==> src/rtl/pll_rst_sequencer_pkg.sv <==
// Shared types, default parameters and sizing helpers for the PLL reset sequencer.
//
// Contents:
//   state_e       - sequencer FSM states
//   Def*          - default parameter values used by pll_rst_sequencer
//   max_u()       - larger of two unsigned values
//   cnt_width()   - width of a down-stream cycle counter that must reach max_val
package pll_rst_pkg;

  typedef enum logic [2:0] {
    StPllRst,
    StWaitLock,
    StLockStable,
    StRelease,
    StRun
  } state_e;

  localparam int unsigned DefNumStages   = 3;
  localparam int unsigned DefPllRstCycles = 4;
  localparam int unsigned DefLockTimeout = 1000;
  localparam int unsigned DefStableCycles = 16;
  localparam int unsigned DefStageDelay  = 8;
  localparam int unsigned DefLossCntW    = 8;

  function automatic int unsigned max_u(input int unsigned a, input int unsigned b);
    return (a > b) ? a : b;
  endfunction

  // One spare bit above $clog2 so the counter can always hold max_val itself.
  function automatic int unsigned cnt_width(input int unsigned max_val);
    return int'($clog2(max_val)) + 1;
  endfunction

endpackage

==> src/rtl/pll_rst_sequencer_sync_2ff.sv <==
// Single-bit two-flop synchronizer with asynchronous active-low reset to 0.
//
// Ports:
//   clk_i  - destination clock
//   rst_ni - asynchronous active-low reset
//   d_i    - asynchronous input
//   q_o    - input synchronized to clk_i (two cycles of latency)
module sync_2ff (
  input  logic clk_i,
  input  logic rst_ni,
  input  logic d_i,
  output logic q_o
);

  logic meta_q;
  logic sync_q;

  always_ff @(posedge clk_i or negedge rst_ni) begin
    if (!rst_ni) begin
      meta_q <= 1'b0;
      sync_q <= 1'b0;
    end else begin
      meta_q <= d_i;
      sync_q <= meta_q;
    end
  end

  assign q_o = sync_q;

endmodule

==> src/rtl/pll_rst_sequencer.sv <==
// PLL reset sequencer. Drives the PLL reset, waits for a stable lock, then releases
// a set of active-low resets one stage at a time. A watchdog re-resets the PLL when
// lock does not arrive in time; lock loss after release re-asserts all stages without
// touching the PLL and is counted for status.
//
// Ports:
//   clk_in        - block clock
//   resetn        - asynchronous active-low reset
//   locked        - PLL lock, asynchronous to clk_in
//   clear_status  - synchronous clear of lock_timeout and loss_cnt (wins over set/inc)
//   pll_resetn_o  - active-low reset to the PLL
//   rst_n_stage   - staged active-low resets, bit 0 released first
//   sys_ready     - all stages released and lock held
//   lock_timeout  - sticky watchdog expiry flag
//   loss_cnt      - saturating count of lock-loss events after release began
module pll_rst_sequencer
  import pll_rst_pkg::*;
#(
  parameter int unsigned NUM_STAGES     = DefNumStages,
  parameter int unsigned PLL_RST_CYCLES = DefPllRstCycles,
  parameter int unsigned LOCK_TIMEOUT   = DefLockTimeout,
  parameter int unsigned STABLE_CYCLES  = DefStableCycles,
  parameter int unsigned STAGE_DELAY    = DefStageDelay,
  parameter int unsigned LOSS_CNT_W     = DefLossCntW
) (
  input  logic                  clk_in,
  input  logic                  resetn,
  input  logic                  locked,
  input  logic                  clear_status,
  output logic                  pll_resetn_o,
  output logic [NUM_STAGES-1:0] rst_n_stage,
  output logic                  sys_ready,
  output logic                  lock_timeout,
  output logic [LOSS_CNT_W-1:0] loss_cnt
);

  // RELEASE lasts until sys_ready: one STAGE_DELAY per stage.
  localparam int unsigned RelCycles = NUM_STAGES * STAGE_DELAY;
  localparam int unsigned CntMax    = max_u(max_u(PLL_RST_CYCLES, LOCK_TIMEOUT),
                                            max_u(STABLE_CYCLES, RelCycles));
  localparam int unsigned CntW      = cnt_width(CntMax);

  localparam logic [CntW-1:0] PllRstLast  = CntW'(PLL_RST_CYCLES - 1);
  localparam logic [CntW-1:0] TimeoutLast = CntW'(LOCK_TIMEOUT - 1);
  localparam logic [CntW-1:0] StableLast  = CntW'(STABLE_CYCLES - 1);
  localparam logic [CntW-1:0] ReleaseLast = CntW'(RelCycles - 1);

  logic lock_s;

  state_e                  state_q, state_d;
  logic [CntW-1:0]         cnt_q, cnt_d;
  logic                    pll_resetn_q, pll_resetn_d;
  logic [NUM_STAGES-1:0]   stage_q, stage_d;
  logic                    ready_q, ready_d;
  logic                    timeout_q, timeout_d;
  logic [LOSS_CNT_W-1:0]   loss_q, loss_d;
  logic                    timeout_set;
  logic                    loss_inc;

  sync_2ff u_lock_sync (
    .clk_i  (clk_in),
    .rst_ni (resetn),
    .d_i    (locked),
    .q_o    (lock_s)
  );

  always_comb begin
    state_d     = state_q;
    cnt_d       = cnt_q + CntW'(1);
    stage_d     = stage_q;
    ready_d     = ready_q;
    timeout_set = 1'b0;
    loss_inc    = 1'b0;

    unique case (state_q)
      StPllRst: begin
        if (cnt_q == PllRstLast) begin
          state_d = StWaitLock;
        end
      end
      StWaitLock: begin
        if (lock_s) begin
          state_d = StLockStable;
        end else if (cnt_q == TimeoutLast) begin
          timeout_set = 1'b1;
          state_d     = StPllRst;
        end
      end
      StLockStable: begin
        // A drop here is a pre-release glitch: restart the wait, do not count it.
        if (!lock_s) begin
          state_d = StWaitLock;
        end else if (cnt_q == StableLast) begin
          state_d    = StRelease;
          stage_d[0] = 1'b1;
        end
      end
      StRelease: begin
        if (!lock_s) begin
          stage_d  = '0;
          ready_d  = 1'b0;
          loss_inc = 1'b1;
          state_d  = StWaitLock;
        end else begin
          // cnt is 0 on the edge after stage 0 went high, so stage k lands at
          // k*STAGE_DELAY cycles after stage 0.
          for (int unsigned k = 1; k < NUM_STAGES; k++) begin
            if (cnt_q == CntW'(k * STAGE_DELAY - 1)) begin
              stage_d[k] = 1'b1;
            end
          end
          if (cnt_q == ReleaseLast) begin
            ready_d = 1'b1;
            state_d = StRun;
          end
        end
      end
      StRun: begin
        cnt_d = cnt_q;
        if (!lock_s) begin
          stage_d  = '0;
          ready_d  = 1'b0;
          loss_inc = 1'b1;
          state_d  = StWaitLock;
        end
      end
      default: begin
        state_d = StPllRst;
        stage_d = '0;
        ready_d = 1'b0;
      end
    endcase

    if (state_d != state_q) begin
      cnt_d = '0;
    end

    // PLL reset is low exactly while the next state is PLL_RST.
    pll_resetn_d = (state_d != StPllRst);

    if (clear_status) begin
      timeout_d = 1'b0;
      loss_d    = '0;
    end else begin
      timeout_d = timeout_q | timeout_set;
      loss_d    = (loss_inc && (loss_q != '1)) ? loss_q + LOSS_CNT_W'(1) : loss_q;
    end
  end

  always_ff @(posedge clk_in or negedge resetn) begin
    if (!resetn) begin
      state_q      <= StPllRst;
      cnt_q        <= '0;
      pll_resetn_q <= 1'b0;
      stage_q      <= '0;
      ready_q      <= 1'b0;
      timeout_q    <= 1'b0;
      loss_q       <= '0;
    end else begin
      state_q      <= state_d;
      cnt_q        <= cnt_d;
      pll_resetn_q <= pll_resetn_d;
      stage_q      <= stage_d;
      ready_q      <= ready_d;
      timeout_q    <= timeout_d;
      loss_q       <= loss_d;
    end
  end

  assign pll_resetn_o = pll_resetn_q;
  assign rst_n_stage  = stage_q;
  assign sys_ready    = ready_q;
  assign lock_timeout = timeout_q;
  assign loss_cnt     = loss_q;

endmodule

==> config.mk <==
export PLATFORM = sky130hd
export DESIGN_NAME = pll_rst_sequencer
export DESIGN_NICKNAME = d
export VERILOG_FILES = /design/src/rtl/pll_rst_sequencer_pkg.sv /design/src/rtl/pll_rst_sequencer_sync_2ff.sv /design/src/rtl/pll_rst_sequencer.sv
export SDC_FILE = /design/constraint.sdc
export NUM_CORES = 1
export LEC_CHECK = 0
export BUFFER_PORTS_ARGS = -buffer_cell sky130_fd_sc_hd__buf_2
export CORE_UTILIZATION = 30
export CTS_BUF_LIST = sky130_fd_sc_hd__clkbuf_16
export CTS_CLUSTER_SIZE = 30
export DETAILED_ROUTE_END_ITERATION = 10
export SYNTH_ARGS = -nofsm -noshare
export SYNTH_HDL_FRONTEND = slang
export SYNTH_HIERARCHICAL = 1
export SYNTH_SLANG_ARGS = --single-unit
==> constraint.sdc <==
create_clock -name clk_in -period 2.73 [get_ports clk_in]
set_clock_uncertainty 0.1 [all_clocks]
set_input_delay 0.1365 -clock clk_in [delete_from_list [all_inputs] [get_ports clk_in]]
set_output_delay 0.1365 -clock clk_in [all_outputs]
set_load 0.03 [all_outputs]
* Word-level counts from Yosys, hierarchy flattened
Cells that the tools add are included.
Operators by class: add/sub/neg operators 2, eq/ne operators 19, mux-type cells 30, bitwise logic cells 3, reductions and logical operators 11
Operators with widths (count):
- 3-bit 2-to-1 mux | 9
- 11-bit 2-to-1 mux | 2
- 8-bit 2-to-1 mux | 2
- 3-bit case mux with 5 select lines | 1
- 1-bit 2-to-1 mux | 12
- 11-bit by 1-bit adder with 11-bit output (second input constant) | 1
- 11-bit by 10-bit == test with 1-bit output (second input constant) | 1
- 11-bit by 2-bit == test with 1-bit output (second input constant) | 1
- 11-bit by 3-bit == test with 1-bit output (second input constant) | 1
- 11-bit by 4-bit == test with 1-bit output (second input constant) | 1
- 11-bit by 5-bit == test with 1-bit output (second input constant) | 1
- 3-bit != test (second input constant) | 3
- 3-bit AND reduction | 3
- 8-bit by 1-bit adder with 8-bit output (second input constant) | 1
- 2-bit != test (second input constant) | 4
- 8-bit != test (second input constant) | 1
- 3-bit by 2-bit == test with 1-bit output (second input constant) | 2
- 2-bit case mux with 3 select lines | 1
- 5-bit AND reduction | 1
- 1-bit case mux with 4 select lines | 1
- 2-bit OR reduction | 2
- 3-bit by 1-bit == test with 1-bit output (second input constant) | 1
- 3-bit == test (second input constant) | 1
- 3-bit zero test | 1
- 10 further kinds | 11
Storage, ports and cells: register bits after elaboration 30, input port bits 4, output and inout bits 14, word-level logic and storage cells 76

* Longest topological paths before layout
depth after elaboration 6, mapped depth 6, gate-level depth less buffers 5

* Cells and area by module
The synthesis kept the hierarchy.
By module, submodules not included:
- pll_rst_sequencer | instances 1, cells each 173, area each 1671.6 µm², sequential area each 700.7 µm²
- sync_2ff | instances 1, cells each 2, area each 50.0 µm², sequential area each 50.0 µm²

* Worst setup path before layout
OpenSTA, ideal clock, no wires.
path kind register to register, start register cnt_q[5], end register pll_resetn_q, in the netlist pll_resetn_o, setup time 133 ps, arrival time 1807 ps, required time 2497 ps, slack 690 ps, cell stages (with the launch flop) 6, buffers on the path 1, period minus slack after synthesis 2040 ps, path through dfrtp_1 -> or4_4 -> or4b_4 -> a2bb2oi_4 -> buf_6 -> nand4b_1
On the way: longest elaborated chain between the ends 5, elaborated cells on any way between the ends 13, those cells by class eq/ne: 4; mux: 8; reduce/logical: 1
RTL lines:
- start: declaration | RTL line pll_rst_sequencer.sv:51 | logic [CntW-1:0] cnt_q, cnt_d;
- start signal: assignment | RTL line pll_rst_sequencer.sv:161 | cnt_q <= cnt_d;
- 11-bit by 5-bit == test with 1-bit output, or another cell as far along | RTL line pll_rst_sequencer.sv:112 | if (cnt_q == ReleaseLast) begin
- 3-bit 2-to-1 mux, on equally long branches | RTL line pll_rst_sequencer.sv:112, pll_rst_sequencer.sv:84, pll_rst_sequencer.sv:93
- 3-bit 2-to-1 mux, on equally long branches | RTL line pll_rst_sequencer.sv:99, pll_rst_sequencer.sv:82, pll_rst_sequencer.sv:91
- 3-bit case mux with 5 select lines * | RTL line pll_rst_sequencer.sv:75 | unique case (state_q)
- 3-bit nonzero test * | RTL line pll_rst_sequencer.sv:139 | pll_resetn_d = (state_d != StPllRst);
- via pll_resetn_d | RTL line pll_rst_sequencer.sv:52 | logic pll_resetn_q, pll_resetn_d;
- end signal: assignment | RTL line pll_rst_sequencer.sv:162 | pll_resetn_q <= pll_resetn_d;
- end: declaration | RTL line pll_rst_sequencer.sv:52
Mark *: on every way through the listed nets, which the timed path passes. The rest lies on a longest branch. A chain may end at the register's enable or synchronous reset.

* Worst setup path in the final report
start register state_q[2], end register loss_q[5], in the netlist loss_cnt[5]
On the way: longest elaborated chain between the ends 5, elaborated cells on any way between the ends 6, those cells by class eq/ne: 2; mux: 1; reduce/logical: 3
RTL lines:
- start: declaration | RTL line pll_rst_sequencer.sv:50 | state_e state_q, state_d;
- start signal: assignment | RTL line pll_rst_sequencer.sv:152 | state_q <= StPllRst;
- start signal: assignment | RTL line pll_rst_sequencer.sv:160 | state_q <= state_d;
- 3-bit == test or 3-bit by 2-bit == test with 1-bit output (tied branches) | RTL line pll_rst_sequencer.sv:75
- 2-bit OR reduction (no line) *
- 1-bit 2-to-1 mux *
- 1-bit logical AND * | RTL line pll_rst_sequencer.sv:146 | loss_d = (loss_inc && (loss_q != '1)) ? loss_q + LOSS_CNT_W'(1) : loss_q;
- 2-bit nonzero test (no line) *
- end signal: assignment | RTL line pll_rst_sequencer.sv:166 | loss_q <= loss_d;
- end: declaration | RTL line pll_rst_sequencer.sv:56 | logic [LOSS_CNT_W-1:0] loss_q, loss_d;
Every way passes the cells marked *; elsewhere a longest branch is shown, timed or not.

==> flow_summary_export.csv <==
group,metric,value,unit
status,outcome,"completed",
synthesis,synth_area,0.001722,sq mm
power,switching_share,29.15,%
worst_setup_path,startpoint,"state_q[2]",
synthesis,synth-main-ff-cell,"dfrtp_1",
sta,worstMarginPinSlew,0.6911,ns
synthesis,ys_ff_latch,30,
route,drt_iter0_drc,54,
cells_and_area,instances_no_fill,263,
sta,drv_slew,0,
worst_setup_path,crit_slowest_cell,"dfrtp_1",
place,pre_cts_ws,0.4858,ns
grt,grt_pass1_wl,6.389,mm
worst_setup_path,crit_chain,"nor3b_4 -> o21ai_0 -> buf_4 -> nor4_1 -> mux2_2",
grt,grt_pass1_vias,1319,
cells_and_area,synthToLayoutAreaGrowth,18.17,%
synthesis,ys_warn_count,6,
min_path,hp-class,"input port to register",
cells_and_area,post-route-util,36.95,%
place,port-buffer-count,17,
clock_tree,h-tree-depth,2,
floorplanning,dieArea,0.006046,sq mm
worst_setup_path,worstReg2RegStart,"state_q[2]",
clock_tree,cts_buffers,5,
worst_setup_path,start_kind,"register",
worst_setup_path,critPathMaxFanout,15,
floorplanning,rows,27,
synthesis,yosysSeqAreaShare,43.60,%
cells_and_area,fill_cells,551,
worst_setup_path,arrival,2.33,ns
route,drcViolationCount,0,
floorplanning,pin_count,18,
job,cap_violations,0,
cells_and_area,final_area,0.002034,sq mm
place,dp_cells,254,
worst_setup_path,crit_required,2.79,ns
clock_tree,clk_latency,0.28,ns
place,hpwl,2.499,mm
synthesis,synth_edf_count,0,
clock_tree,tritoncts,"yes",
clock_tree,cts_resized,0,
place,place_congestion,0.7601,
power,power.density,690.3,mW/mm^2
clock_tree,clockRootBuffer,"clkbuf_16",
route,dr.pass1.iters,4,
synthesis,synth.distinct_cells,53,
route,via_per_inst,5.357,
sta,finalSetupViolations,0,
clock_tree,cts.sinks,30,
route,wl,3.793,mm
cells_and_area,antenna_cells,0,
power,p_int,0.9951,mW
clock_tree,clockBufferDepth,2,
synthesis,yosys.area.top_type,"dfrtp_1",
power,seqPwrFrac,38.7,%
sta,tns,0,ns
cells_and_area,drive_gt1_share,18.32,%
sta,layout_setup_ws,0.4536,ns
grt,grtUsageTotal,13.64,%
sta,period_share,83.38,%
route,final_antenna_net_count,0,
power,power_switching,0.4094,mW
worst_setup_path,path_class,"register to register",
synthesis,synth.most_common_cell,"dfrtp_1",
floorplanning,core_area,0.005507,sq mm
floorplanning,die_h,77.76,um
power,power.total,1.404,mW
floorplanning,initial_core_util,31.27,%
route,vias,1409,
sta,whs,0.07038,ns
min_path,hp-start,"clear_status",
synthesis,syn_inst,175,
cells_and_area,final_nets,197,
worst_setup_path,max_stage_delay,0.59,ns
floorplanning,die_x,77.76,um
synthesis,ys_top_cells_by_area,"dfrtp_1 44%, xnor2_1 4.1%, a211oi_1 3.5%, a21oi_1 3.2%, nand2_1 2.6%",
place,dpl_cell_area,0.001856,sq mm
sta,max_freq,0.4393,GHz
worst_setup_path,cp_top_family,"simple AND/OR/NAND/NOR gates",
synthesis,synthTopCellsByCount,"30 x dfrtp_1, 12 x nand2_1, 11 x a21oi_1",
worst_setup_path,end_kind,"register",
power,p_comb_share,18.0,%
sta,max_slew_margin,53.93,%
grt,grt_max_degree,31,
worst_setup_path,worst-path-buf-inv,1,
grt,grt_overflow,0,
sta,post-route-min-period,2.276,ns
synthesis,syn_nets,181,
sta,rsz0062_at_grt,"false",
power,cellLeakagePower,0.8402,nW
sta,final-hold-violation-count,0,
synthesis,postSynthAreaPerCell,9.838,sq um
grt,grt_antenna_before_repair,0,
route,wl_per_cell,14.42,um
power,clkPwrFrac,43.3,%
synthesis,yosysTopAreaCellShare,43.60,%
power,ir_drop,382.5,uV
synthesis,synthArstFlopShare,100.0,%
clock_tree,clk_pin_slew,0.05,ns
==> cells by family after synthesis <==
family	count (synthesis)	share of synthesized area [%]
XOR/XNOR	10	5.088
flip-flops	30	43.60
adder cells (fa/ha/maj)	2	1.453
buffers and inverters	14	3.706
AO/OA/AOI/OAI	43	18.17
AND/OR/NAND/NOR	74	26.67
multiplexers	2	1.308
==> path summary, 6_finish.rpt <==
path                                   endpoint  slack, ns  cells past startpoint
worst min register to register  u_lock_sync/q_o       0.25                      0
worst min-delay path                loss_cnt[3]       0.07                      2
worst max register to register      loss_cnt[5]       0.45                      5
worst max-delay path                loss_cnt[5]       0.45                      5
min in group asynchronous              cnt_q[9]       0.34                      2
max in group asynchronous           loss_cnt[3]       1.73                      2
==> per-layer routing <==
layer  part of all wire [%]  global-route usage [%]  up-vias
li1                       -                       -      698
met2                     43                   19.65       28
met1                     51                   18.64      675
met5                      0                       0        -
met3                    3.9                   3.294        8
met4                    2.0                   7.358        0
==> worst register-to-register path: stages, from the launching register on <==
cell and delay [ns]:
dfrtp_1 0.59, nor3b_4 0.46, o21ai_0 0.13, buf_4 0.19, nor4_1 0.33, mux2_2 0.37
==> power by group through the flow <==
stage          registers [mW]  clock network, mW  logic (mW)
4_1_cts                 0.543              0.618       0.253
6_report                0.544              0.608       0.253
2_1_floorplan           0.539                  0       0.205
5_1_grt                 0.550              0.637       0.277
3_3_place_gp            0.550                  0       0.247
3_5_place_dp            0.551                  0       0.250
==> area by class of cell <==
cell class	count	area [sq um]	area share, %
Timing Repair Buffer	21	120.1	5.904
Sequential cell	30	750.7	36.90
Clock buffer	5	125.1	6.150
Tap cell	72	90.09	4.428
Multi-Input combinational cell	131	907.1	44.59
Clock inverter	2	33.78	1.661
Inverter	2	7.507	0.3690
==> timing repair <==
item	CTS	global route
endpoints found under the hold margin	31	0
hold buffers	2	0
setup buffers	0	0
==> flip-flops by register name (all words and copies together) (netlist names) <==
register            flops
state_q                 3
u_lock_sync/meta_q      1
lock_timeout            1
sys_ready               1
rst_n_stage             3
loss_cnt                8
cnt_q                  11
u_lock_sync/q_o         1
pll_resetn_o            1
==> cells in the final DEF (no fill, tap or decap), types with 3 or more instances in the layout <==
cell | Yosys | layout
dfrtp_1 | 30 | 30
a211oi_1 | 8 | 8
o41ai_1 | 3 | 3
clkbuf_16 | 0 | 5
nor3_1 | 7 | 7
xnor2_1 | 8 | 8
buf_2 | 3 | 17
nand3_1 | 7 | 7
nand2_1 | 12 | 12
nor4_1 | 6 | 6
or4_1 | 4 | 4
nor2_1 | 8 | 8
a21oi_1 | 11 | 11
nand2b_1 | 3 | 3
o21ai_0 | 5 | 5
Note: power is estimated with default switching activity, not from simulation.
